[src/rtl/store_buffer_pkg.sv]
// Shared types for the store buffer: the drain FSM state and one buffered store.
package store_buffer_pkg;

    typedef enum logic {
        IDLE  = 1'b0,
        ISSUE = 1'b1
    } drain_state_e;

    typedef struct packed {
        logic [31:0] addr;
        logic [31:0] wdata;
        logic [3:0]  mask;
    } sb_entry_t;

    // Loads and stores match on the 32-bit word; byte lanes are resolved by the mask.
    function automatic logic word_match(input logic [31:0] a, input logic [31:0] b);
        return a[31:2] == b[31:2];
    endfunction

endpackage

[src/rtl/store_buffer_fifo.sv]
// Circular store storage with head/tail pointers, per-entry valid bits and an occupancy count.
module sb_fifo
    import store_buffer_pkg::*;
#(
    parameter int DEPTH = 4,
    localparam int PTR_W = $clog2(DEPTH),
    localparam int CNT_W = PTR_W + 1
) (
    input  logic                  clk,
    input  logic                  rst,
    input  logic                  push,
    input  sb_entry_t             push_entry,
    input  logic                  pop,
    output sb_entry_t             head_entry,
    output sb_entry_t [DEPTH-1:0] entries,
    output logic      [DEPTH-1:0] valid,
    output logic      [PTR_W-1:0] head,
    output logic      [CNT_W-1:0] count
);

    logic [PTR_W-1:0] tail;

    // Pointers wrap for free because DEPTH is a power of two.
    always_ff @(posedge clk or posedge rst) begin
        if (rst) begin
            head  <= '0;
            tail  <= '0;
            count <= '0;
            valid <= '0;
        end else begin
            if (pop) begin
                valid[head] <= 1'b0;
                head        <= head + PTR_W'(1);
            end
            if (push) begin
                valid[tail] <= 1'b1;
                tail        <= tail + PTR_W'(1);
            end
            count <= count + CNT_W'(push) - CNT_W'(pop);
        end
    end

    // Payload needs no reset; nothing reads it unless its valid bit is set.
    always_ff @(posedge clk) begin
        if (push) begin
            entries[tail] <= push_entry;
        end
    end

    assign head_entry = entries[head];

endmodule

[src/rtl/store_buffer.sv]
// Store buffer: queues committed stores, drains them in order to data memory, forwards to loads.
module store_buffer
    import store_buffer_pkg::*;
#(
    parameter int DEPTH = 4
) (
    input  logic        clk,
    input  logic        rst,
    input  logic        st_valid,
    output logic        st_ready,
    input  logic [31:0] st_addr,
    input  logic [31:0] st_wdata,
    input  logic [3:0]  st_mask,
    input  logic        fence,
    output logic        mem_req,
    input  logic        mem_ack,
    output logic [31:0] mem_addr,
    output logic [31:0] mem_wdata,
    output logic [3:0]  mem_mask,
    input  logic [31:0] ld_addr,
    output logic        ld_hit,
    output logic [31:0] ld_data,
    output logic [3:0]  ld_mask,
    output logic        empty
);

    localparam int PTR_W = $clog2(DEPTH);
    localparam int CNT_W = PTR_W + 1;

    // Handshakes: a store transfers on a rising edge with st_valid && st_ready; a write
    // completes on a rising edge with mem_req && mem_ack. Payloads hold until transfer.
    drain_state_e          state, state_next;
    logic                  push, pop;
    sb_entry_t             push_entry, head_entry;
    sb_entry_t [DEPTH-1:0] entries;
    logic      [DEPTH-1:0] valid;
    logic      [PTR_W-1:0] head;
    logic      [CNT_W-1:0] count;
    logic      [PTR_W-1:0] idx;

    assign st_ready   = (count < CNT_W'(DEPTH)) && !fence;
    assign push       = st_valid && st_ready;
    assign pop        = (state == ISSUE) && mem_ack;
    assign push_entry = '{addr: st_addr, wdata: st_wdata, mask: st_mask};
    assign empty      = (count == '0);

    sb_fifo #(.DEPTH(DEPTH)) u_fifo (
        .clk        (clk),
        .rst        (rst),
        .push       (push),
        .push_entry (push_entry),
        .pop        (pop),
        .head_entry (head_entry),
        .entries    (entries),
        .valid      (valid),
        .head       (head),
        .count      (count)
    );

    always_ff @(posedge clk or posedge rst) begin
        if (rst) begin
            state <= IDLE;
        end else begin
            state <= state_next;
        end
    end

    // In ISSUE the buffer is never empty, so only the last entry popping without a refill ends it.
    always_comb begin
        state_next = state;
        case (state)
            IDLE:    if (count != '0) state_next = ISSUE;
            ISSUE:   if (mem_ack && count == CNT_W'(1) && !push) state_next = IDLE;
            default: state_next = IDLE;
        endcase
    end

    assign mem_req   = (state == ISSUE);
    assign mem_addr  = mem_req ? head_entry.addr  : '0;
    assign mem_wdata = mem_req ? head_entry.wdata : '0;
    assign mem_mask  = mem_req ? head_entry.mask  : '0;

    // Walk oldest to youngest so the last match found is the youngest store.
    always_comb begin
        ld_hit  = 1'b0;
        ld_data = '0;
        ld_mask = '0;
        idx     = '0;
        for (int i = 0; i < DEPTH; i++) begin
            idx = head + PTR_W'(i);
            if (valid[idx] && word_match(entries[idx].addr, ld_addr)) begin
                ld_hit  = 1'b1;
                ld_data = entries[idx].wdata;
                ld_mask = entries[idx].mask;
            end
        end
    end

endmodule

[config.mk]
export PLATFORM = sky130hd
export DESIGN_NAME = store_buffer
export DESIGN_NICKNAME = d
export VERILOG_FILES = /design/src/rtl/store_buffer_pkg.sv /design/src/rtl/store_buffer_fifo.sv /design/src/rtl/store_buffer.sv
export SDC_FILE = /design/constraint.sdc
export NUM_CORES = 1
export LEC_CHECK = 0
export ABC_AREA = 0
export CAP_MARGIN = 20
export CORE_MARGIN = 3
export CORE_UTILIZATION = 30
export CTS_CLUSTER_DIAMETER = 30
export DETAILED_ROUTE_END_ITERATION = 12
export DONT_BUFFER_PORTS = 1
export PLACE_DENSITY_LB_ADDON = 0.12
export SLEW_MARGIN = 30
export SYNTH_ARGS = -nofsm -noshare
export SYNTH_HDL_FRONTEND = slang
export SYNTH_SLANG_ARGS = --single-unit
[constraint.sdc]
create_clock -name clk -period 9.4 [get_ports clk]
set_clock_uncertainty 0.15 [all_clocks]
set_input_delay 1.88 -clock clk [delete_from_list [all_inputs] [get_ports clk]]
set_output_delay 1.88 -clock clk [all_outputs]
set_load 0.005 [all_outputs]
# Word-level counts from Yosys, hierarchy flattened

Index checks and enable logic that the tools add are counted.

Bitwise logic cells: 4
Add/sub/neg operators: 6
Mux-type cells: 43
Reductions and logical operators: 15
Order comparisons: 8
Equal/unequal tests: 5

Operators by type and width:

| operator            | count |
|---|---|
| $bmux 68 s2         | 4 |
| $mux 68             | 5 |
| $bwmux 272          | 1 |
| $mux 32             | 6 |
| $demux 68 s2        | 1 |
| $eq 30x30->1        | 4 |
| $mux 4              | 7 |
| $lt 2x3->1 const B  | 5 |
| $mux 1              | 12 |
| $logic_and 1x1->1   | 11 |
| $bmux 1 s2          | 4 |
| $add 2x1->2 const B | 2 |
| $add 2x2->2 const B | 2 |
| $and 4x4->4         | 1 |
| $demux 1 s2         | 2 |
| $ge 2x1->1 const B  | 2 |
| $not 4->4           | 1 |
| $or 4x4->4          | 1 |
| $add 3x1->3         | 1 |
| $eq 3x1->1 const B  | 1 |
| $logic_not 3->1     | 1 |
| $lt 3x3->1 const B  | 1 |
| $reduce_bool 3->1   | 1 |
| $sub 3x1->3         | 1 |
| 3 further kinds     | 4 |

Input port bits: 105
Bits in registers: 284
Output and inout port bits: 108
Logic and storage cells: 98

# Longest topological paths before layout

Word-level depth: 9
Gate-level depth with buffers: 20

# By module

From an unflattened synthesis, not the netlist that was laid out.

Cells, all modules: 1645
Area, all modules: 20220.6 sq um

By module, submodules not included:

| module       | times used | sequential area each (sq um) | cells an instance | area an instance (sq um) |
|---|---|---|---|---|
| sb_fifo      | 1          | 8443.1                       | 407               | 10472.5 |
| store_buffer | 1          | 25.0                         | 1238              | 9748.1 |

# Worst setup path before layout

OpenSTA, ideal clock, no wires.

Kind: register to output
Start point: register u_fifo.head[0]
End point: output port ld_data[10]
Setup slack: 3.215 ns
Cell stages (with the launch flop): 19
Arrival time: 4.155 ns
Path buffers: 10
Cells stage by stage: dfrtp_1 buf_6 buf_12 buf_12 inv_2 buf_1 buf_1 ha_1 buf_4 buf_2 buf_2 mux4_2 xor2_1 nor4_1 nand4_1 o21a_1 buf_6 buf_6 a32oi_1

Elaborated cells between the ends (all ways): 31
Classes of those cells: 3 x add/sub; 4 x eq/ne; 20 x mux; 4 x reduce/logical

RTL lines:

| element                | RTL line                               | RTL |
|---|---|---|
| from (decl)            | store_buffer_fifo.sv:17                | `output logic [PTR_W-1:0] head,` |
| from (signal assigned) | store_buffer_fifo.sv:33                | `head <= head + PTR_W'(1);` |
| $add 2x2->2 *          | store_buffer.sv:90                     | `idx = head + PTR_W'(i);` |
| via idx[0]             | store_buffer.sv:39                     | `logic [PTR_W-1:0] idx;` |
| $bmux 68 s2            | store_buffer.sv:91, store_buffer.sv:93 |  |
| $mux 68                | n/a                                    |  |
| $eq 30x30->1           | store_buffer_pkg.sv:17                 | `return a[31:2] == b[31:2];` |
| $logic_and 1x1->1      | store_buffer.sv:91                     | `if (valid[idx] && word_match(entries[idx].addr, ld_addr)) begin` |
| $mux 32 *              | store_buffer.sv:91                     |  |
| to (decl)              | store_buffer.sv:22                     | `output logic [31:0] ld_data,` |

The timed path passes the listed nets; every way through them passes the cells marked *. The select of a mux whose other input is x is not followed.

# Worst setup path in the final report

Start point: register u_fifo.head[1]
End point: output port ld_data[8]

Cells in the longest elaborated chain, start to end: 8
Elaborated cells between the ends (all ways): 31
Classes of those cells: 3 x add/sub; 4 x eq/ne; 20 x mux; 4 x reduce/logical

Ends and longest elaborated chain:

| element                                           | RTL line |
|---|---|
| $add 2x1->2 or $bmux 68 s2 (tied branches)        | store_buffer.sv:90, store_buffer.sv:91, store_buffer.sv:93 |
| $bmux 68 s2 or $mux 68 (tied branches)            | store_buffer.sv:91, store_buffer.sv:93 |
| $mux 68 or $eq 30x30->1 (tied branches)           | n/a |
| $eq 30x30->1 or $logic_and 1x1->1 (tied branches) | store_buffer_pkg.sv:17, store_buffer.sv:91 |
| $logic_and 1x1->1 or $mux 32 (tied branches)      | store_buffer.sv:91 |
| $mux 32 (2 in a row)                              | store_buffer.sv:91 |
| $mux 32 *                                         | store_buffer.sv:91 |

Mark *: on every way between the ends. The rest lies on a longest branch, timed or not. The select of a mux whose other input is x is not followed.

==> flow_results.org <==
** Die
- Die Span Y :: approximately 260 um
- The total area inside the core boundary comes to approximately 63000 um^2.
- Initial Util :: 0.3049
- Width of the die :: 259.7 um
- The floorplan has between 90 and 100 rows.
- During I/O placement, the number of pins put on the boundary was 213.
- Floorplan die area :: 67430 um^2

** Setup path
- Type of element capturing the critical path :: output port
- The critical path is of the reg -> out type.
- STA puts the critical path data arrival time at 6110 ps.
- Maximum fanout along the worst path :: 60
- Critical path startpoint category :: flop
- Required time of the worst setup path :: 7370 ps

** Layout
- Most common cell after layout, fill and taps aside :: sky130_fd_sc_hd__edfxtp_1
- Number of inserted filler cells in the final layout :: just over 6000
- In the final layout, the share of cells above drive strength 1 is 0.2945.
- Net count, final :: around 1400
- With fillers left out, the area of the finished cells amounts to around 23000 um^2.
- N_diodes :: 0
- Highest-count cells in the layout ignoring fill and taps :: sky130_fd_sc_hd__edfxtp_1 (272), sky130_fd_sc_hd__mux4_2 (224), sky130_fd_sc_hd__nand2_1 (106)
- Area added between synthesis and finish :: 16.76%

** Place
- The placed instances occupy a cell area of around 20000 um^2.
- During placement, the flow inserted port buffers numbering 0.
- Routability cong. :: ~0.8
- Detailed-placement wirelength estimate :: roughly 42 mm

** STA
- Setup total negative slack :: 0 ps
- For the finished layout, the period the worst path requires is ~8000 ps.
- Unrepaired setup endpoints after global routing :: no
- Slew Limit Headroom :: 0.3381
- Setup violations remaining at the end of the flow were counted as 0.
- For the pin with the worst max-slew slack, the measured transition is between 900 and 1000 ps.
- The number of slew-limit violations in the final report is 0.
- In the finished design, the share of the clock period the worst path needs comes to 0.8658.
- For this run, the top clock speed supported by timing is roughly 120 MHz.
- The total count of hold-check failures in the final report came to 0.

** CTS
- Clk Tree Root Cell :: sky130_fd_sc_hd__clkbuf_16
- Number of levels in the clock H-tree :: 3
- For this design, the sink count on the clock tree is roughly 280.
- The clock passes through at most 3 buffers.
- Post-CTS repair changed the size of 0 cells.
- Hold buffer count at CTS :: 0
- Number of buffers created by CTS :: between 70 and 80
- For the worst-skew pair, the clock arrives at the later sink with an insertion delay of approximately 600 ps.
- CTS tree :: built
- Clock transition at the register clock pins on the worst setup and hold paths after CTS :: roughly 40 ps
- Buffers inserted by post-CTS timing repair :: 0

** Logic synthesis
- For this run, the number of Yosys warnings is 0.
- The average instance in the mapped netlist occupies between 10 and 15 um^2.
- Counting flops and latches in the post-synthesis netlist gives between 200 and 300.
- Netlist area before placement :: approximately 19000 um^2
- Among all flip-flop cells after synthesis, the most frequent one is sky130_fd_sc_hd__edfxtp_1.
- The number of nets handed over by synthesis was 1452.
- Counting flops with a built-in enable in the synthesized netlist gives about 270.
- Counting flops with an async set or reset pin after synthesis yields a share of 0.04225.
- Sequential fraction of the synthesis area :: 0.4387
- The cell count after synthesis came out at approximately 1300.
- The synthesized netlist contains 64 unique library cells.

** Drt
- The detailed router finished its first iteration with roughly 970 violations.
- Remaining routing DRC violations :: 0
- Wires add up to approximately 65 mm.
- Drt pass-1 iters :: 5
- The detail route stage leaves a number of antenna-violating nets equal to 0.
- In the final routed layout, each cell accounts on average for 29.46 um.
- Vias post-DR :: about 13000
- After detailed routing, the number of vias per cell comes to 5.814.

** Global routing
- Entering global routing, the biggest net connects 134 pins.
- Summed over all layers, the global routing overflow is 0.
- Total global-route track usage :: 0.1925
- Wire length of the first global-routing pass :: ~94 mm
- The number of global-route vias before repair was between 10000 and 15000.
- The number of antenna violations at the first check in global routing came to 1.

** Pwr
- The share of total power dissipated in combinational logic is 0.460.
- Summed over all nets, the switching power comes to between 0.002 and 0.003 W.
- Maximum ir drop on the vdd rail :: 0.0002459 V
- Summed over all cells, the static leakage comes to slightly above 7 nW.
- Switching share of total power :: 0.3572
- Power density normalized to cell area :: 346.4 nW/um^2
- Clock share of power :: 0.324
- Cell Int Power :: about 0.0050 W
- Reg power frac :: 0.216

** Outcome
- Result of the run :: complete, no violations

** Min path
- Kind of path behind the tightest hold check :: reg -> reg

** Run
- The tool flagged a number of max-cap violations equal to 0.
-- final timing paths --
path                                       from         endpoint  slack [ps]  depth (start not counted)
worst max-delay path             u_fifo.head[1]       ld_data[8]        1260                         11
worst min-delay path            u_fifo.count[2]  u_fifo.count[2]         390                          1
worst max register to register          mem_req  u_fifo.count[2]        6090                          9
worst min register to register  u_fifo.count[2]  u_fifo.count[2]         390                          1
max in group asynchronous                   rst   u_fifo.head[1]        7560                          1
min in group asynchronous                   rst  u_fifo.count[1]        1080                          1
-- registers in the layout, summed over array words and instances (netlist names) --
signal and flops:
mem_req 1, u_fifo.count 3, u_fifo.entries 272, u_fifo.head 2, u_fifo.tail 2, u_fifo.valid 4
-- cell families after synthesis --
kind of cell             Yosys count  synth area share
AND/OR/NAND/NOR                  281           0.07610
flip-flops                       284            0.4387
buffers and inverters            151           0.04019
multiplexers                     345            0.3257
XOR/XNOR                         105           0.04764
adder cells (fa/ha/maj)           11          0.007519
AO/OA/AOI/OAI                    159           0.06417
-- layout make-up --
cell class / instances / area (um^2) / share of cell area
Inverter: 19 / 71.32 / 0.003164
Multi-Input combinational cell: 901 / 10110 / 0.4486
Timing Repair Buffer: 28 / 271.5 / 0.01205
Tap cell: 846 / 1059 / 0.04697
Sequential cell: 284 / 8477 / 0.3761
Clock buffer: 94 / 2043 / 0.09066
Clock inverter: 49 / 505.5 / 0.02243
-- stage by stage --
step                setup WS [ps]  instances  total power [W]    util  hold WS [ps]
floorplan                    3215       1336         0.004555       -         338.9
finish                       1262       2221         0.007806  0.3560         388.5
detailed placement           1824       2077         0.005331  0.3153         393.5
global placement             1848       2077         0.005332  0.3152         383.6
CTS                          1153       2220         0.007906  0.3556         398.7
global route                954.9       2221         0.008231  0.3560         435.4
-- worst max-delay path, stage by stage (launching register included) --
cell and delay [ps]:
sky130_fd_sc_hd__dfrtp_4 750, sky130_fd_sc_hd__buf_4 490, sky130_fd_sc_hd__buf_4 780, sky130_fd_sc_hd__mux2i_1 440, sky130_fd_sc_hd__o22ai_1 170, sky130_fd_sc_hd__a2111oi_0 310
sky130_fd_sc_hd__nor3b_1 510, sky130_fd_sc_hd__o2111ai_4 140, sky130_fd_sc_hd__buf_4 350, sky130_fd_sc_hd__o21a_1 580, sky130_fd_sc_hd__buf_4 400, sky130_fd_sc_hd__a32oi_1 430
-- synth_stat cells, types with 3 or more instances --
cell	n	share of area
sky130_fd_sc_hd__a222oi_1	3	0.0016
sky130_fd_sc_hd__nand4_1	51	0.017
sky130_fd_sc_hd__ha_1	10	0.0065
sky130_fd_sc_hd__buf_1	10	0.0019
sky130_fd_sc_hd__a2111oi_0	3	0.0014
sky130_fd_sc_hd__nor2b_1	5	0.0016
sky130_fd_sc_hd__nand2_1	106	0.021
sky130_fd_sc_hd__o2bb2ai_1	3	0.0014
sky130_fd_sc_hd__a2bb2oi_1	4	0.0018
sky130_fd_sc_hd__mux2i_1	96	0.050
sky130_fd_sc_hd__clkbuf_1	54	0.011
sky130_fd_sc_hd__or4_1	3	0.0012
sky130_fd_sc_hd__nor4_1	7	0.0023
sky130_fd_sc_hd__a21o_1	5	0.0019
sky130_fd_sc_hd__a221oi_1	5	0.0023
sky130_fd_sc_hd__nor2_1	24	0.0047
sky130_fd_sc_hd__edfxtp_1	272	0.42
sky130_fd_sc_hd__buf_6	11	0.0064
sky130_fd_sc_hd__mux4_2	224	0.26
sky130_fd_sc_hd__and2_1	50	0.016
sky130_fd_sc_hd__o22ai_1	9	0.0029
sky130_fd_sc_hd__xnor2_1	73	0.033
sky130_fd_sc_hd__mux2_2	24	0.014
sky130_fd_sc_hd__and3_1	14	0.0045
sky130_fd_sc_hd__o21ai_0	12	0.0031
sky130_fd_sc_hd__o221ai_1	3	0.0014
sky130_fd_sc_hd__o211ai_1	5	0.0019
sky130_fd_sc_hd__nand3_1	5	0.0013
sky130_fd_sc_hd__o32ai_1	4	0.0018
sky130_fd_sc_hd__o21a_1	3	0.0012
sky130_fd_sc_hd__xor2_1	32	0.015
sky130_fd_sc_hd__inv_1	18	0.0035
sky130_fd_sc_hd__a21oi_1	12	0.0031
sky130_fd_sc_hd__dfrtp_1	12	0.016
sky130_fd_sc_hd__a211oi_1	3	0.0012
sky130_fd_sc_hd__nor3_1	3	0.00078
sky130_fd_sc_hd__o31ai_1	36	0.014
sky130_fd_sc_hd__buf_2	45	0.012
sky130_fd_sc_hd__a32oi_1	36	0.016
sky130_fd_sc_hd__buf_4	10	0.0039
-- power groups by stage --
stage               clock network (W)  logic (W)  registers, W
floorplan                           0    0.00296       0.00160
global placement                    0    0.00363       0.00170
detailed placement                  0    0.00363       0.00171
CTS                           0.00258    0.00364       0.00169
global route                  0.00267    0.00386       0.00171
finish                        0.00253    0.00359       0.00169
-- per-layer routing --
| layer | wire [um] | vias to the layer above | GRT usage | share of wire |
|---|---|---|---|---|
| met5 | 0 | - | 0 | 0 |
| met4 | 1717 | 0 | 0.06914 | 0.026 |
| met3 | 5327 | 111 | 0.06242 | 0.081 |
| met2 | 31220 | 455 | 0.3101 | 0.48 |
| met1 | 27170 | 6862 | 0.2428 | 0.42 |
| li1 | - | 5485 | - | - |
No activity file was read; power rests on OpenSTA's default activity.
